[src/rtl/barrett_pkg.sv]
// rtl/barrett_pkg.sv - shared widths and state type for the Barrett parameter generator
package barrett_pkg;

    localparam int DATA_W = 32;
    localparam int K_W    = 6;
    localparam int U_W    = 64;

    typedef enum logic [2:0] {
        ST_IDLE  = 3'd0,
        ST_CALCK = 3'd1,
        ST_DIV   = 3'd2,
        ST_DONE  = 3'd3,
        ST_ERR   = 3'd4
    } state_e;

endpackage

[src/rtl/lzc32.sv]
// rtl/lzc32.sv - combinational 32-bit leading-zero counter (32 for a zero input)
module lzc32 (
    input  logic [31:0] data_i,
    output logic [5:0]  count_o
);

    // Scan upward so the highest set bit is the last one to write the count
    always_comb begin
        count_o = 6'd32;
        for (int i = 0; i < 32; i++) begin
            if (data_i[i]) begin
                count_o = 6'(31 - i);
            end
        end
    end

endmodule

[src/rtl/barrett_param_gen_32b.sv]
// rtl/barrett_param_gen_32b.sv - computes k = bitlen(M) and U = floor(2^(2k)/M) for a Barrett multiplier
module barrett_param_gen_32b
    import barrett_pkg::*;
#(
    parameter int DATA_W = barrett_pkg::DATA_W,
    parameter int K_W    = barrett_pkg::K_W,
    parameter int U_W    = barrett_pkg::U_W
) (
    input  logic              iClk,
    input  logic              iRst,
    input  logic              iStart,
    input  logic              iClr,
    input  logic [DATA_W-1:0] iMod,
    output logic              oBusy,
    output logic              oDone,
    output logic              oErr,
    output logic [K_W-1:0]    oK,
    output logic [U_W-1:0]    oU
);

    state_e              state_q, state_d;
    logic [DATA_W-1:0]   m_q, m_d;
    logic [K_W-1:0]      k_q, k_d;
    logic [K_W:0]        cnt_q, cnt_d;
    logic [DATA_W:0]     rem_q, rem_d;
    logic [U_W-1:0]      quo_q, quo_d;
    logic [K_W-1:0]      ok_q, ok_d;
    logic [U_W-1:0]      ou_q, ou_d;
    logic                err_q, err_d;

    logic [5:0]          lzc_cnt;
    logic [K_W:0]        k_wide;
    logic [DATA_W:0]     rem_shift;
    logic [DATA_W:0]     rem_sub;
    logic                rem_ge;
    logic [U_W-1:0]      quo_next;

    lzc32 u_lzc (
        .data_i  (m_q),
        .count_o (lzc_cnt)
    );

    // Bit length of the latched modulus, and one restoring-division step.
    // The dividend 2^(2k) has only its top bit set, which enters on the first DIV cycle.
    always_comb begin
        k_wide    = (K_W+1)'(DATA_W) - (K_W+1)'(lzc_cnt);
        rem_shift = {rem_q[DATA_W-1:0], (cnt_q == {k_q, 1'b1})};
        rem_ge    = (rem_shift >= {1'b0, m_q});
        rem_sub   = rem_shift - {1'b0, m_q};
        quo_next  = {quo_q[U_W-2:0], rem_ge};
    end

    // Next-state and datapath updates; results are written only on entry to DONE or ERR
    always_comb begin
        state_d = state_q;
        m_d     = m_q;
        k_d     = k_q;
        cnt_d   = cnt_q;
        rem_d   = rem_q;
        quo_d   = quo_q;
        ok_d    = ok_q;
        ou_d    = ou_q;
        err_d   = err_q;
        case (state_q)
            ST_IDLE: begin
                if (iStart) begin
                    if (iMod < DATA_W'(2)) begin
                        state_d = ST_ERR;
                        ok_d    = '0;
                        ou_d    = '0;
                        err_d   = 1'b1;
                    end else begin
                        state_d = ST_CALCK;
                        m_d     = iMod;
                    end
                end
            end
            ST_CALCK: begin
                k_d     = k_wide[K_W-1:0];
                cnt_d   = {k_wide[K_W-1:0], 1'b1};
                rem_d   = '0;
                quo_d   = '0;
                state_d = ST_DIV;
            end
            ST_DIV: begin
                rem_d = rem_ge ? rem_sub : rem_shift;
                quo_d = quo_next;
                cnt_d = cnt_q - 1'b1;
                if (cnt_q == (K_W+1)'(1)) begin
                    state_d = ST_DONE;
                    ok_d    = k_q;
                    ou_d    = quo_next;
                    err_d   = 1'b0;
                end
            end
            ST_DONE, ST_ERR: begin
                state_d = ST_IDLE;
            end
            default: begin
                state_d = ST_IDLE;
            end
        endcase
        // Abort wins over everything, including a same-cycle start, and keeps the last results
        if (iClr) begin
            state_d = ST_IDLE;
            ok_d    = ok_q;
            ou_d    = ou_q;
            err_d   = err_q;
        end
    end

    // State and datapath registers, cleared asynchronously
    always_ff @(posedge iClk or posedge iRst) begin
        if (iRst) begin
            state_q <= ST_IDLE;
            m_q     <= '0;
            k_q     <= '0;
            cnt_q   <= '0;
            rem_q   <= '0;
            quo_q   <= '0;
            ok_q    <= '0;
            ou_q    <= '0;
            err_q   <= 1'b0;
        end else begin
            state_q <= state_d;
            m_q     <= m_d;
            k_q     <= k_d;
            cnt_q   <= cnt_d;
            rem_q   <= rem_d;
            quo_q   <= quo_d;
            ok_q    <= ok_d;
            ou_q    <= ou_d;
            err_q   <= err_d;
        end
    end

    assign oBusy = (state_q != ST_IDLE);
    assign oDone = (state_q == ST_DONE) || (state_q == ST_ERR);
    assign oErr  = err_q;
    assign oK    = ok_q;
    assign oU    = ou_q;

endmodule

[config.mk]
export PLATFORM = sky130hd
export DESIGN_NAME = barrett_param_gen_32b
export DESIGN_NICKNAME = d
export VERILOG_FILES = /design/src/rtl/barrett_pkg.sv /design/src/rtl/lzc32.sv /design/src/rtl/barrett_param_gen_32b.sv
export SDC_FILE = /design/constraint.sdc
export NUM_CORES = 1
export LEC_CHECK = 0
export CAP_MARGIN = 20
export CORE_ASPECT_RATIO = 0.8
export CORE_UTILIZATION = 30
export DETAILED_ROUTE_END_ITERATION = 16
export GPL_ROUTABILITY_DRIVEN = 0
export PLACE_DENSITY = 0.48
export SYNTH_ARGS = -nofsm -noshare
export SYNTH_HDL_FRONTEND = slang
export SYNTH_HIERARCHICAL = 1
export SYNTH_SLANG_ARGS = --single-unit
[constraint.sdc]
create_clock -name iClk -period 10.4 [get_ports iClk]
set_input_delay 2.08 -clock iClk [delete_from_list [all_inputs] [get_ports iClk]]
set_output_delay 2.08 -clock iClk [all_outputs]
set_load 0.02 [all_outputs]
==> out/qor.csv <==
stage,metric,value,unit
status,status,"complete, no violations",
worst_setup_path,slowest_stage,or3b_2,
detailed_routing,wl_per_cell,16.1,µm
flow_run,cap_viol_max_count,0,
placement,dp.final_hpwl,19500,µm
cells_and_area,fin_cells,1749,
worst_setup_path,rr_startpoint,cnt_q[4],
detailed_routing,drt-vias-per-instance,4.79,
worst_hold_path,worstHoldPathCells,2,
floorplanning,fp.dieH,171,µm
worst_hold_path,min_from,quo_q[40],
global_route,grt_pass1_vias,8315,
cts,clockBufferDepth,3,
detailed_routing,drt-total-wl,28200,µm
worst_setup_path,ff2ff_path_depth,13,
cells_and_area,nNetsFinal,1333,
global_route,grt_antenna_before_repair,0,
cts,clkLatencyLatePin,540,ps
cts,htreeDepth,1,
worst_setup_path,slowest_delay,750,ps
detailed_routing,drt_iter0_markers,422,
detailed_routing,final_antenna_net_count,0,
sta,setup-tns-final,0,ps
cts,cts_setup_buffers,0,
logic_synthesis,syn_nets,1246,
worst_setup_path,start_kind,input pin,
floorplanning,rows,61,
global_route,grt_max_degree,106,
global_route,grt_usage,16.0,%
sta,worst_pin_slew,1050,ps
global_route,grt.overflow.total,0,
detailed_routing,vias,8372,
floorplanning,coreArea,34900,µm²
worst_setup_path,end_kind,flip-flop,
power,p_int,0.00190,W
placement,io_buffers,108,
power,power_leakage,5.89,nW
worst_setup_path,crit_fanout,32,
logic_synthesis,synthArstFlopShare,100,%
sta,rsz0062_at_grt,no,
logic_synthesis,ys_seq_area_share,50.2,%
logic_synthesis,syn-cell-area,10700,µm²
logic_synthesis,synth_cell_types,67,
cts,clkTransAtPathRegs,60,ps
cts,post_cts_resized,0,
global_route,grt_pass1_wl,46200,µm
worst_hold_path,hp-class,flip-flop to flip-flop,
worst_setup_path,worstPathArrival,4930,ps
sta,skew,23.0,ps
floorplanning,die_area,36300,µm²
power,peakVddDrop,0.0000857,V
logic_synthesis,ys_ff_latch,214,
placement,dp.cells,1706,
cts,cts_buffers,24,
cts,clock-root-buffer,clkbuf_16,
sta,period_share,43.3,%
logic_synthesis,synth_warnings,6,
sta,period_needed,4500,ps
logic_synthesis,synth_top_area_share,50.2,%
sta,setup_viol,0,
cts,cts_hold_buffers,0,
cells_and_area,antennaDiodeCount,0,
detailed_routing,drc_errors,0,
worst_setup_path,crit_type,input pin to flip-flop,
cts,cts.sinks,214,
worst_setup_path,cp.required,10820,ps
cells_and_area,area.growth.synth_to_final,21.7,%
sta,hold_viol,0,
worst_hold_path,hold_end,quo_q[40],
power,pwr-share-seq,35.1,%
logic_synthesis,synth_ff_type,dfrtp_1,
logic_synthesis,ys_top_cells_by_area,"dfrtp_1 50%, nand2_1 12%, o21ai_0 5.3%",
logic_synthesis,synth_area_leader_cell,dfrtp_1,
sta,fmax,222,MHz
worst_setup_path,worstReg2RegEnd,rem_q[28],
logic_synthesis,syn_avg_cell_area,9.10,µm²
worst_setup_path,ff2ff_setup_slack,6280,ps
worst_setup_path,cp_cell_sequence,clkdlybuf4s50_1 -> nor4_1 -> nand4_1 -> nor2_1 -> or3b_2 -> mux2_2,
power,swShare,37.6,%
floorplanning,initial_core_util,30.6,%
cells_and_area,fillers,3581,
floorplanning,die_w,213,µm
logic_synthesis,post_synth_inst_count,1173,
sta,relSlewSlack,29.8,%
power,power.share.clock,28.6,%
cts,cts_tree,yes,
power,pwr-share-comb,36.4,%
detailed_routing,drtPass1Iterations,5,
cells_and_area,drive_gt1_share,7.75,%
sta,slew_violations,0,
power,p_sw,0.00115,W
logic_synthesis,synth-edff-count,0,
floorplanning,ios,109,
power,power_density,235,nW/µm²
## cell usage after synthesis, types with 7 or more instances
| cell | instances |
|---|---|
| inv_1 | 56 |
| clkbuf_1 | 36 |
| o21ai_1 | 15 |
| nand3_1 | 10 |
| o21ai_0 | 112 |
| a31oi_1 | 11 |
| buf_2 | 9 |
| xnor2_1 | 22 |
| nor2_1 | 29 |
| a21oi_1 | 58 |
| dfrtp_1 | 214 |
| nand4_1 | 8 |
| nor3_1 | 18 |
| mux2_2 | 34 |
| mux2i_1 | 12 |
| nand2_1 | 344 |
| nor4_1 | 20 |
| ha_1 | 36 |
| nor2b_1 | 11 |
| a21o_1 | 7 |
| a32oi_1 | 8 |
| xor2_1 | 14 |
## power by group through the flow
stage	Combinational (W)	Sequential, W	Clock, W
after detailed placement	0.00110	0.00108	0
after global placement	0.00110	0.00108	0
after floorplan	0.000883	0.00104	0
after CTS	0.00111	0.00107	0.000901
after global routing	0.00124	0.00109	0.000926
final	0.00111	0.00107	0.000871
## metrics by stage
stage / util, % / instance area, µm² / hold WS, ps / power (W) / worst slack [ps]
6_report: 37.2 / 13000 / 473 / 0.00305 / 5900
2_1_floorplan: - / 10700 / 446 / 0.00193 / 2470
3_5_place_dp: 34.9 / 12200 / 462 / 0.00218 / 5210
4_1_cts: 37.2 / 13000 / 477 / 0.00308 / 5790
3_3_place_gp: 34.9 / 12200 / 458 / 0.00218 / 5210
5_1_grt: 37.2 / 13000 / 496 / 0.00325 / 5560
## layout make-up
class	instances	area, µm²	share of cell area [%]
Clock inverter	10	119	0.915
Multi-Input combinational cell	849	4870	37.5
Tap cell	472	591	4.55
Sequential cell	214	5360	41.2
Clock buffer	33	694	5.35
Inverter	56	218	1.68
Timing Repair Buffer	115	1130	8.73
## flip-flops by register name (all words and copies together), names as in the netlist
name and flops:
cnt_q 7, k_q 6, m_q 32, oErr 1, oK 6, oU 64, quo_q 63, rem_q 32
state_q 3
## layer usage
metal	up-vias	wire, µm	global-route usage (%)	part of all wire (%)
li1	4182	-	-	-
met1	4031	15100	24.8	54
met2	122	11600	23.1	41
met3	37	878	2.20	3.1
met4	0	646	3.82	2.3
met5	-	0	0	0
## how the worst max path moves through the flow
stage	startpoint	end	slack, ps
2_1_floorplan	iRst	cnt_q[0]	2470
3_3_place_gp	iMod[16]	m_q[10]	5210
6_report	iMod[13]	m_q[8]	5900
3_5_place_dp	iMod[16]	m_q[8]	5210
5_1_grt	iMod[16]	oU[47]	5560
4_1_cts	iMod[16]	m_q[8]	5790
## cells in the final DEF (no fill, tap or decap), types with 3 or more instances in the layout
cell             count
clkinv_2             4
o311ai_0             3
nand3_1             10
o31ai_1              6
dfrtp_1            214
a2111oi_0            3
nor3_1              18
a211oi_1             3
a21oi_1             58
and3_1               6
xor2_1              14
buf_4                7
or4_1                4
clkbuf_1             3
a221oi_1             3
xnor2_1             22
nand4_1              8
o21a_1               4
nor4_1              20
o31a_1               3
clkbuf_8             6
ha_1                36
clkdlybuf4s50_1    108
inv_1               55
mux2i_1             12
o21bai_1             3
and2_1               5
a31oi_1             11
o21ai_0            112
o21ai_1             14
nand2_1            344
nor2b_1             11
nor2_1              28
clkinvlp_4           3
mux2_2              34
a32oi_1              8
clkbuf_16           24
a21o_1               7
## critical path: cells and delay by family
family | cells | cell delay (ps)
and+or+nand+nor | 4 | 1980
buffers and inverters | 1 | 420
muxes | 1 | 420
## logic make-up after synthesis
family / after synthesis / synth area share, %
compound gates: 261 / 14.6
flops: 214 / 50.2
mux: 47 / 4.85
buf+inv: 110 / 4.33
xor+xnor: 36 / 2.95
simple gates: 468 / 18.7
fa+ha+maj: 37 / 4.41
No activity file was read; power rests on OpenSTA's default activity.
